### src/rtl/npc_pkg.sv
// npc_pkg: shared state, load-size encodings and datapath width
package npc_pkg;
    localparam int XLEN = 32;
    typedef enum logic [1:0] {IDLE, REQ, WAIT, WB} state_e;
    typedef enum logic [1:0] {SZ_B = 2'd0, SZ_H = 2'd1, SZ_W = 2'd2, SZ_RSV = 2'd3} size_e;
endpackage

### src/rtl/load_align.sv
// load_align: lane select, sign/zero extension and misalignment detect for loads
module load_align
    import npc_pkg::*;
(
    input  logic [XLEN-1:0] word,
    input  logic [1:0]      off,
    input  size_e           size,
    input  logic            uns,
    output logic [XLEN-1:0] data,
    output logic            misaligned
);
    logic [7:0]  b;
    logic [15:0] h;
    always_comb begin
        b = word[{off, 3'b000} +: 8];
        h = off[1] ? word[31:16] : word[15:0];
        data = size == SZ_B ? {{(XLEN-8){~uns & b[7]}}, b}
             : size == SZ_H ? {{(XLEN-16){~uns & h[15]}}, h}
             : word;
        misaligned = size == SZ_H ? off[0] : size == SZ_W ? |off : size == SZ_RSV;
    end
endmodule

### src/rtl/wbu.sv
// wbu: writeback unit retiring ALU results and issuing/aligning single-word loads
module wbu
    import npc_pkg::*;
#(
    parameter int ADDR_WIDTH = 5,
    parameter int DATA_WIDTH = XLEN
) (
    input  logic                  clk,
    input  logic                  rst,
    input  logic                  in_valid,
    output logic                  in_ready,
    input  logic [ADDR_WIDTH-1:0] in_rd,
    input  logic                  in_rd_wen,
    input  logic [DATA_WIDTH-1:0] in_result,
    input  logic                  in_is_load,
    input  logic [1:0]            in_size,
    input  logic                  in_unsigned,
    output logic                  mem_req_valid,
    input  logic                  mem_req_ready,
    output logic [DATA_WIDTH-1:0] mem_req_addr,
    input  logic                  mem_rsp_valid,
    input  logic [DATA_WIDTH-1:0] mem_rsp_data,
    output logic                  rf_wen,
    output logic [ADDR_WIDTH-1:0] rf_waddr,
    output logic [DATA_WIDTH-1:0] rf_wdata,
    output logic                  commit,
    output logic                  misalign
);
    state_e                state_q, state_d;
    size_e                 size_q, size_d;
    logic [ADDR_WIDTH-1:0] rd_q, rd_d;
    logic [DATA_WIDTH-1:0] res_q, res_d, ld_data;
    logic                  wen_q, wen_d, uns_q, uns_d, mis_q, mis_d, ld_mis;

    // res_q holds the load address until the response replaces it with load data
    load_align u_align (
        .word(mem_rsp_data),
        .off(res_q[1:0]),
        .size(size_q),
        .uns(uns_q),
        .data(ld_data),
        .misaligned(ld_mis)
    );

    always_comb begin
        state_d = state_q;
        size_d  = size_q;
        rd_d    = rd_q;
        res_d   = res_q;
        wen_d   = wen_q;
        uns_d   = uns_q;
        mis_d   = mis_q;
        case (state_q)
            IDLE: if (in_valid) begin
                state_d = in_is_load ? REQ : WB;
                size_d  = size_e'(in_size);
                rd_d    = in_rd;
                res_d   = in_result;
                wen_d   = in_rd_wen;
                uns_d   = in_unsigned;
                mis_d   = 1'b0;
            end
            REQ:  state_d = mem_req_ready ? WAIT : REQ;
            WAIT: if (mem_rsp_valid) begin
                state_d = WB;
                res_d   = ld_data;
                mis_d   = ld_mis;
            end
            default: state_d = IDLE;
        endcase
    end

    always_ff @(posedge clk or posedge rst) begin
        if (rst) begin
            state_q <= IDLE;
            size_q  <= SZ_B;
            rd_q    <= '0;
            res_q   <= '0;
            wen_q   <= 1'b0;
            uns_q   <= 1'b0;
            mis_q   <= 1'b0;
        end else begin
            state_q <= state_d;
            size_q  <= size_d;
            rd_q    <= rd_d;
            res_q   <= res_d;
            wen_q   <= wen_d;
            uns_q   <= uns_d;
            mis_q   <= mis_d;
        end
    end

    assign in_ready      = state_q == IDLE;
    assign mem_req_valid = state_q == REQ;
    assign mem_req_addr  = {res_q[DATA_WIDTH-1:2], 2'b00};
    assign commit        = state_q == WB;
    assign misalign      = commit & mis_q;
    assign rf_wen        = commit & wen_q & (rd_q != '0) & ~mis_q;
    assign rf_waddr      = rd_q;
    assign rf_wdata      = res_q;
endmodule

### config.mk
export PLATFORM = sky130hd
export DESIGN_NAME = wbu
export DESIGN_NICKNAME = d
export VERILOG_FILES = /design/src/rtl/npc_pkg.sv /design/src/rtl/load_align.sv /design/src/rtl/wbu.sv
export SDC_FILE = /design/constraint.sdc
export NUM_CORES = 1
export LEC_CHECK = 0
export ABC_AREA = 1
export CAP_MARGIN = 20
export CORE_MARGIN = 4
export CORE_UTILIZATION = 42
export DETAILED_ROUTE_END_ITERATION = 8
export GPL_TIMING_DRIVEN = 0
export HOLD_SLACK_MARGIN = 0.08
export PLACE_DENSITY = 0.82
export RECOVER_POWER = 25
export SYNTH_ARGS = -nofsm -noshare
export SYNTH_HDL_FRONTEND = slang
export SYNTH_SLANG_ARGS = --single-unit
### constraint.sdc
create_clock -name clk -period 1.6 [get_ports clk]
set_input_delay 0.4 -clock clk [delete_from_list [all_inputs] [get_ports clk]]
set_output_delay 0.4 -clock clk [all_outputs]
set_load 0.01 [all_outputs]
==> results of run 1 <==
[through the flow]
stage | instances | setup TNS, ns
2_1_floorplan | 496 | 0
3_3_place_gp | 745 | -40.21
3_5_place_dp | 746 | -8.750
4_1_cts | 786 | -1.165
5_1_grt | 792 | -4.418
6_report | 792 | -1.683
[critical path, delay by kind of cell, from the launching register on]
kind                   cells  cell delay (ns)
AO/OA/AOI/OAI              1             0.11
buffers and inverters      6             0.64
flip-flops                 1             0.43
AND/OR/NAND/NOR            4             0.45
[report_power, final]
part	leakage, nW	switching, mW	internal (mW)
Combinational	2.27	3.55	3.41
Sequential	0.501	0.401	1.68
Clock	0.0541	0.412	0.462
[logic make-up after synthesis]
family / synth area share (%)
buf+inv: 17.74
simple gates: 37.25
mux: 1.388
compound gates: 9.564
flops: 33.94
other cells: 0.1156
[path summary, 6_finish.rpt]
kind                                  from           end  slack (ns)  depth (start not counted)
worst max-delay path            state_q[0]  rf_wdata[21]       -0.10                         11
max in group asynchronous              rst    state_q[0]        0.20                          3
worst max register to register  state_q[0]  rf_wdata[21]       -0.10                         11
worst min register to register       wen_q         wen_q        0.53                          1
min in group clk                     wen_q         wen_q        0.53                          1
worst min-delay path                   rst   rf_waddr[0]        0.22                          2
[synth_stat cells]
| cell type | n |
|---|---|
| a211oi_1 | 1 |
| a21oi_1 | 16 |
| a21oi_2 | 10 |
| buf_2 | 13 |
| buf_4 | 35 |
| buf_6 | 3 |
| clkbuf_1 | 4 |
| conb_1 | 1 |
| dfrtp_1 | 44 |
| inv_1 | 49 |
| inv_2 | 4 |
| mux2_2 | 4 |
| nand2_1 | 148 |
| nand2_2 | 4 |
| nand3_1 | 40 |
| nand3_2 | 1 |
| nand3b_1 | 1 |
| nand4_1 | 1 |
| nor2_1 | 86 |
| nor2_2 | 2 |
| nor2_4 | 1 |
| nor2_8 | 2 |
| nor3_1 | 1 |
| o211ai_1 | 7 |
| o21a_1 | 2 |
| o21ai_0 | 10 |
| o21ai_1 | 1 |
| o22ai_1 | 2 |
| or2_0 | 2 |
[sequential cells by signal, indices dropped and copies added, names as in the netlist]
name and cells:
state_q 2, rf_waddr 5, uns_q 1, mis_q 1, size_q 2, rf_wdata 32
wen_q 1
[layout by cell type, fill, tap and decap left out, drive strengths merged, types with 11 or more instances in the layout]
cell type	instances
nand2	152
nor2	91
buf	91
clkdlybuf4s50	78
dlygate4sd2	66
inv	53
dfrtp	44
nand3	41
a21oi	26
clkbuf	13
o21ai	11
[final cells by class]
type / count / area [um^2]
inverters: 53 / 226.5
flip-flops and latches: 44 / 1102
clock buffers: 5 / 68.82
well taps: 99 / 123.9
repair buffers: 189 / 1778
clock inverters: 3 / 42.54
plain buffers: 55 / 439.2
multi-input cells: 344 / 1788
fillers: 552 / 1800
[what timing repair did]
| item | 4_1_cts | 5_1_grt |
|---|---|---|
| endpoints found under the setup margin | 96 | 41 |
| gates cloned | 4 | 0 |
| gates resized for setup | 143 | 46 |
| setup buffers | 28 | 6 |
| pin swaps | 21 | 28 |
| endpoints found under the hold margin | 0 | 0 |
[per-layer routing]
| metal | global-route usage (%) | vias to the layer above | part of all wire [%] |
|---|---|---|---|
| li1 | - | 1893 | - |
| met1 | 30.47 | 1797 | 37 |
| met2 | 45.57 | 252 | 49 |
| met3 | 6.333 | 40 | 11 |
| met4 | 10.31 | 0 | 3.6 |
| met5 | 0 | - | 0 |
==> results.toml, run 1 <==
[global_routing]
grt_pass1_vias = 3840
grt_util_all_layers_pct = 26.03
grt_overflow = 0
grt_max_degree = 44
grt_pass1_wl_um = 18540
antenna_found_initial = 0

[timing]
report.final.slew_viol_count = 0
hold_violations = 0
setup_viol = 33
maxSlewHeadroom_pct = 35.04
min_period_ns = 1.702
worst_pin_slew_ns = 0.9743
max_freq_mhz = 587.4
period_share_pct = 106.4
clock_skew_ns = 0.01049
finalWorstSetupSlack_ns = -0.1025
hold_ws_ns = 0.2212
rsz0062_at_grt = "true"

[yosys]
synth_seq_area_share_pct = 33.94
synth_seq_cells = 44
synth_area_um2 = 3244
ys_types = 29
synth.area.top_cells = "dfrtp_1, nand2_1, nor2_1, buf_4, nand3_1"
synth_top_area_cell = "dfrtp_1"
avgSynthCellArea_um2 = 6.554
synthDominantCellAreaShare_pct = 33.94
syn_inst = 495
synth-warning-count = 0

[routing]
drc = 0
dr_total_vias = 3982
drt-wirelength-per-cell_um = 15.69
routed_wl_um = 12430
ant_nets = 0
first_iter_violations = 314
viasPerCell = 5.028
drt-pass1-iter-count = 5

[die]
initial_core_util_pct = 44.02
die_h_um = 95.89
die_area_um2 = 9195
num_rows = 31
dieWidth_um = 95.89
ioPinCount = 153
coreArea_um2 = 7370

[setup_path]
endpoint_kind = "flip-flop"
critPathMaxStageDelay_ns = 0.43
cp.required_ns = 1.84
cpMaxStageDelayCell = "dfrtp_2"
cp_data_arrival_time_ns = 1.95
critPathMaxFanout = 7
path_class = "flip-flop to flip-flop"
worstSetupStartpointType = "flip-flop"
path_cells = "buf_6 -> buf_6 -> nor2_8 -> buf_12 -> inv_12 -> nor2_8 -> inv_6 -> buf_12 -> a21oi_2 -> nor2_1 -> nor2_1"

[place]
io_buffers = 150
dp_slack_ns = -0.3552
place.gp.congestion = 0.9345
placed_area_um2 = 4893
dpl.hpwl_um = 8727

[clocking]
cts_hold_buf = 0
cts_root_buf = "clkbuf_8"
clock-sinks = 44
cts.clk_slew.worst_paths_ns = 0.09
numCtsBuffers = 5
h-tree-depth = 2
cts_tree = "yes"
max-clock-path-buffers = 2
clock_latency_ns = 0.31

[power_and_ir_drop]
p_leak_nw = 2.827
pwr_density_cell_nw_per_um2 = 1779
ir_drop_mv = 1.043
power_mw = 9.905

[min_path]
hp-class = "primary input to asynchronous set/reset pin"

[final_layout]
post-route-util_pct = 75.57
drive_above_1_share_pct = 24.82
stdcell_area_um2 = 5569
areaGrowthSynthToFinish_pct = 71.65
n_antenna_cell = 0
final_nets = 771

[run_status]
violations = "setup timing"
status = "complete, but fails checks"

[job]
maxCapViolations = 0
Note: power is estimated with default switching activity, not from simulation.
==> run 2: changes to the inputs <==
- MAX_ROUTING_LAYER: default -> met4
==> results.toml, run 2 (synthesis results as in run 1) <==
[die]
num_rows = 31
dieWidth_um = 95.89
coreArea_um2 = 7370
die_h_um = 95.89
ioPinCount = 153
die_area_um2 = 9195
initial_core_util_pct = 44.02

[final_layout]
layout_commonest_cell = "nand2_1"
areaGrowthSynthToFinish_pct = 62.28
n_antenna_cell = 0
final_nets = 757
stdcell_count = 778
drive_above_1_share_pct = 20.03
largest_reg_flops = 32
post-route-util_pct = 71.44
fillers = 651
layout_common_cells = "nand2_1, nor2_1, clkdlybuf4s50_1"

[clocking]
cts.clk_slew.worst_paths_ns = 0.08
h-tree-depth = 2
numCtsBuffers = 5
cts_hold_buf = 0
cts_tree = "yes"
cts_root_buf = "clkbuf_8"
clock_latency_ns = 0.31
max-clock-path-buffers = 2
clock-sinks = 44

[setup_path]
critPathMaxStageDelay_ns = 0.41
cpMaxStageDelayCell = "dfrtp_1"
path_class = "flip-flop to output pin"
cp-endpoint = "rf_wen"
endpoint_kind = "output pin"
r2r-end = "rf_wdata[25]"
reg2reg_depth = 10
reg2reg_from = "state_q[1]"
worstSetupStartpointType = "flip-flop"
worstSetupPathDepth = 5
cp.required_ns = 1.20
cp_data_arrival_time_ns = 1.21
path_cells = "nor3_2 -> nand3_1 -> nand4_1 -> inv_1 -> clkbuf_2"
cp_num_buf_inv = 2
cp_top_family = "flip-flops"
rrSetupSlack_ns = 0.05
crit_path_start = "rf_waddr[2]"
critPathMaxFanout = 2

[min_path]
hp-class = "primary input to asynchronous set/reset pin"

[power_and_ir_drop]
power_mw = 9.177
pwr_density_cell_nw_per_um2 = 1743
p_leak_nw = 2.733
ir_drop_mv = 1.019

[routing]
first_iter_violations = 250
drc = 0
viasPerCell = 4.937
ant_nets = 0
drt-wirelength-per-cell_um = 14.95
dr_total_vias = 3841
drt-pass1-iter-count = 5
routed_wl_um = 11630

[timing]
period_share_pct = 100.8
max_freq_mhz = 620.3
maxSlewHeadroom_pct = 59.84
hold_ws_ns = 0.3871
worst_pin_slew_ns = 0.6024
finalWorstSetupSlack_ns = -0.01225
clock_skew_ns = 0.007985
setup_viol = 1
hold_violations = 0
report.final.slew_viol_count = 0
min_period_ns = 1.612
rsz0062_at_grt = "true"

[global_routing]
antenna_found_initial = 0
grt_util_all_layers_pct = 24.89
grt_pass1_vias = 3568
grt_pass1_wl_um = 17240
grt_max_degree = 43
grt_overflow = 0

[place]
dpl.hpwl_um = 8769
place.gp.congestion = 0.9408
io_buffers = 150
dp.cells = 746
dp_slack_ns = -0.3325

[job]
maxCapViolations = 0

[run_status]
status = "complete, but fails checks"
violations = "setup timing"
run 2: metal layers:
layer,wire length [um],track usage [%],up-vias
met5,0,-,-
met3,1033,4.222,27
li1,-,-,1865
met2,5664,43.20,201
met1,4656,29.84,1748
met4,279,6.754,0
run 2: through the flow:
step / cell area (um^2) / TNS, ns
2_1_floorplan: 3248 / 0
3_3_place_gp: 4873 / -41.10
3_5_place_dp: 4893 / -8.475
4_1_cts: 5046 / -0.1841
5_1_grt: 5265 / -0.4492
6_report: 5265 / -0.01225
run 2: final cells by class:
class,count,area [um^2],share of cell area [%]
clock inverters,2,35.03,0.6654
plain buffers,55,437.9,8.317
flip-flops and latches,44,1104,20.96
repair buffers,175,1625,30.87
well taps,99,123.9,2.353
inverters,53,216.5,4.111
clock buffers,6,72.57,1.378
multi-input cells,344,1650,31.35
run 2: report_power, final:
group          internal, mW  total (mW)  switching (mW)
sequential             1.68        2.08           0.405
clock                 0.464       0.876           0.411
combinational          2.99        6.22            3.23
total                  5.13        9.18            4.05
run 2: worst min path at each step:
stage	from	to	slack, ns	depth (start not counted)
3_5_place_dp	rf_wdata[2]	rf_wdata[2]	0.51	2
3_3_place_gp	wen_q	wen_q	0.49	1
4_1_cts	rst	rf_waddr[4]	0.27	2
5_1_grt	rst	rf_waddr[0]	0.39	2
2_1_floorplan	wen_q	wen_q	0.48	1
6_report	rst	rf_waddr[4]	0.39	2
run 2: repair_timing:
action,in CTS,in global routing
gates resized for setup,95,49
setup buffers,13,8
cloned,0,3
setup endpoints to repair,97,30
pin swaps,2,9
==> run 3: changes to the inputs <==
- CORE_UTILIZATION: 42 -> 44
- SYNTH_HIERARCHICAL: default -> 1
==> results.toml, run 3 <==
[min_path]
hp-class = "flip-flop to flip-flop"

[power_and_ir_drop]
power_mw = 11.39
pwr-share-seq_pct = 18.4
power_frac_comb_pct = 73.4
pwr_density_cell_nw_per_um2 = 1905
ir_drop_mv = 0.9500
p_leak_nw = 3.443
pwr-share-clk_pct = 8.2
switching_share_pct = 47.39
p_switching_mw = 5.396
p_int_mw = 5.990

[place]
io_buffers = 150
dpl.hpwl_um = 9439
place.gp.congestion = 0.8996

[yosys]
synth-warning-count = 6
synth_seq_area_share_pct = 30.19
syn_inst = 601
synthDominantCellAreaShare_pct = 30.36
avgSynthCellArea_um2 = 6.069
synth.most_common_cell = "nand2_1"
synth_seq_cells = 44
synth_top_area_cell = "nand2_1"
ys_types = 22
synthFlopType = "dfrtp_1"
yosys-top-cells-count = "nand2_1, nand3_1, inv_1"
synth_area_um2 = 3647
synth_enable_flop_cells = 0
synth.area.top_cells = "nand2_1, dfrtp_1, nand3_1, buf_4, inv_1"
synthArstFlopShare_pct = 100.0

[routing]
drt-pass1-iter-count = 5
drt-wirelength-per-cell_um = 14.90
routed_wl_um = 13440
viasPerCell = 5.058
ant_nets = 0
dr_total_vias = 4562
first_iter_violations = 381
drc = 0

[timing]
max_freq_mhz = 569.2
hold_violations = 0
worst_pin_slew_ns = 0.6421
clock_skew_ns = 0.007714
rsz0062_at_grt = "true"
period_share_pct = 109.8
report.final.slew_viol_count = 0
finalWorstSetupSlack_ns = -0.1567
min_period_ns = 1.757
hold_ws_ns = 0.5046
setup_viol = 27
maxSlewHeadroom_pct = 57.14

[clocking]
cts_tree = "yes"
clock_latency_ns = 0.31
numCtsBuffers = 5
clock-sinks = 44
cts_root_buf = "clkbuf_8"
max-clock-path-buffers = 2
cts_hold_buf = 0
cts.clk_slew.worst_paths_ns = 0.10
h-tree-depth = 2

[setup_path]
cp.required_ns = 1.84
path_class = "primary input to flip-flop"
endpoint_kind = "flip-flop"
critPathMaxFanout = 7
cp_data_arrival_time_ns = 2.00
worstSetupStartpointType = "primary input"

[final_layout]
final_nets = 878
areaGrowthSynthToFinish_pct = 63.91
largest_reg_flops = 32
drive_above_1_share_pct = 25.25
layout_commonest_cell = "nand2_1"
layout_common_cells = "nand2_1, nand3_1, clkdlybuf4s50_1"
multiInputGateArea_um2 = 2130
layout.area.seq_um2 = 1105
n_antenna_cell = 0
fillers = 641

[die]
ioPinCount = 153
die_h_um = 99.05
initial_core_util_pct = 46.24
dieWidth_um = 99.05
coreArea_um2 = 7888
die_area_um2 = 9810
num_rows = 32

[global_routing]
grt_util_all_layers_pct = 26.30
grt_max_degree = 30
grt_pass1_wl_um = 20930
antenna_found_initial = 0
grt_pass1_vias = 4447
grt_overflow = 0

[run_status]
status = "complete, but fails checks"
violations = "setup timing"

[job]
maxCapViolations = 0
==> run 3: cell count changes after synthesis, sizes merged, moves of 7 or more <==
cell    before  now
nand3       41  108
nor2        91   12
buf         51   67
o211ai       7    0
inv         53   60
nand2      152  299
a21oi       26    1
==> run 3: metrics by stage <==
| step | cell area (um^2) | setup slack [ns] | TNS, ns | util [%] | cells |
|---|---|---|---|---|---|
| finish | 5978 | -0.1567 | -1.734 | 75.79 | 902 |
| global route | 5978 | -0.1688 | -3.294 | 75.79 | 902 |
| CTS | 5592 | -0.05163 | -0.05976 | 70.89 | 891 |
| detailed placement | 5300 | -0.3609 | -7.883 | 67.20 | 855 |
| global placement | 5280 | -0.7401 | -39.35 | 66.94 | 854 |
| floorplan | 3651 | 0.1689 | 0 | - | 602 |
==> run 3: worst max-delay path, cell delays in order <==
cell and delay (ns):
clkdlybuf4s50_1 0.54, nand2_1 0.14, nand3_2 0.11, nand4_4 0.20, buf_6 0.21, nand2_1 0.06
nand3_1 0.10, nand2_1 0.08, nand2_1 0.07, nand2_1 0.08
==> run 3: final cells by class <==
class,count,area share (%)
Multi-Input combinational cell,430,35.62
Timing Repair Buffer,190,28.99
Clock inverter,3,0.7744
Inverter,60,3.935
Sequential cell,44,18.48
Clock buffer,5,1.151
Buffer,68,8.916
Tap cell,102,2.135
==> run 3: power groups by stage <==
stage / clock network (mW) / registers (mW) / logic (mW)
3_5_place_dp: 0 / 2.11 / 7.16
5_1_grt: 0.982 / 2.18 / 9.14
3_3_place_gp: 0 / 2.09 / 7.01
6_report: 0.931 / 2.09 / 8.36
2_1_floorplan: 0 / 2.23 / 4.24
4_1_cts: 0.922 / 2.08 / 7.24
==> run 3: repair_timing <==
action | CTS | global route
pin swaps | 4 | 31
buffers inserted | 26 | 10
setup endpoints to repair | 100 | 37
gates cloned | 2 | 1
resized for setup | 106 | 94
==> run 3: final timing paths <==
path / to / cells past startpoint / slack (ns) / startpoint
worst max-delay path: rf_wdata[16] / 10 / -0.16 / mem_rsp_data[15]
worst min-delay path: rf_waddr[2] / 2 / 0.50 / rf_waddr[2]
worst max register to register: rf_wdata[16] / 11 / -0.09 / rf_wdata[1]
worst min register to register: rf_waddr[2] / 2 / 0.50 / rf_waddr[2]
max in group asynchronous: size_q[0] / 3 / 0.14 / rst
min in group asynchronous: rf_wdata[18] / 2 / 0.62 / rst
==> run 3: logic make-up after synthesis <==
kind of cell           share of synthesized area (%)
AND/OR/NAND/NOR                                49.06
buffers and inverters                          19.62
flip-flops                                     30.19
AO/OA/AOI/OAI                                  1.029
other                                         0.1028
==> run 3: routing by layer <==
metal	up-vias	global-route usage [%]	routed length, um
met4	0	7.038	312
met2	204	43.65	6751
met5	-	-	0
li1	2202	-	-
met1	2126	33.58	5459
met3	30	3.751	915
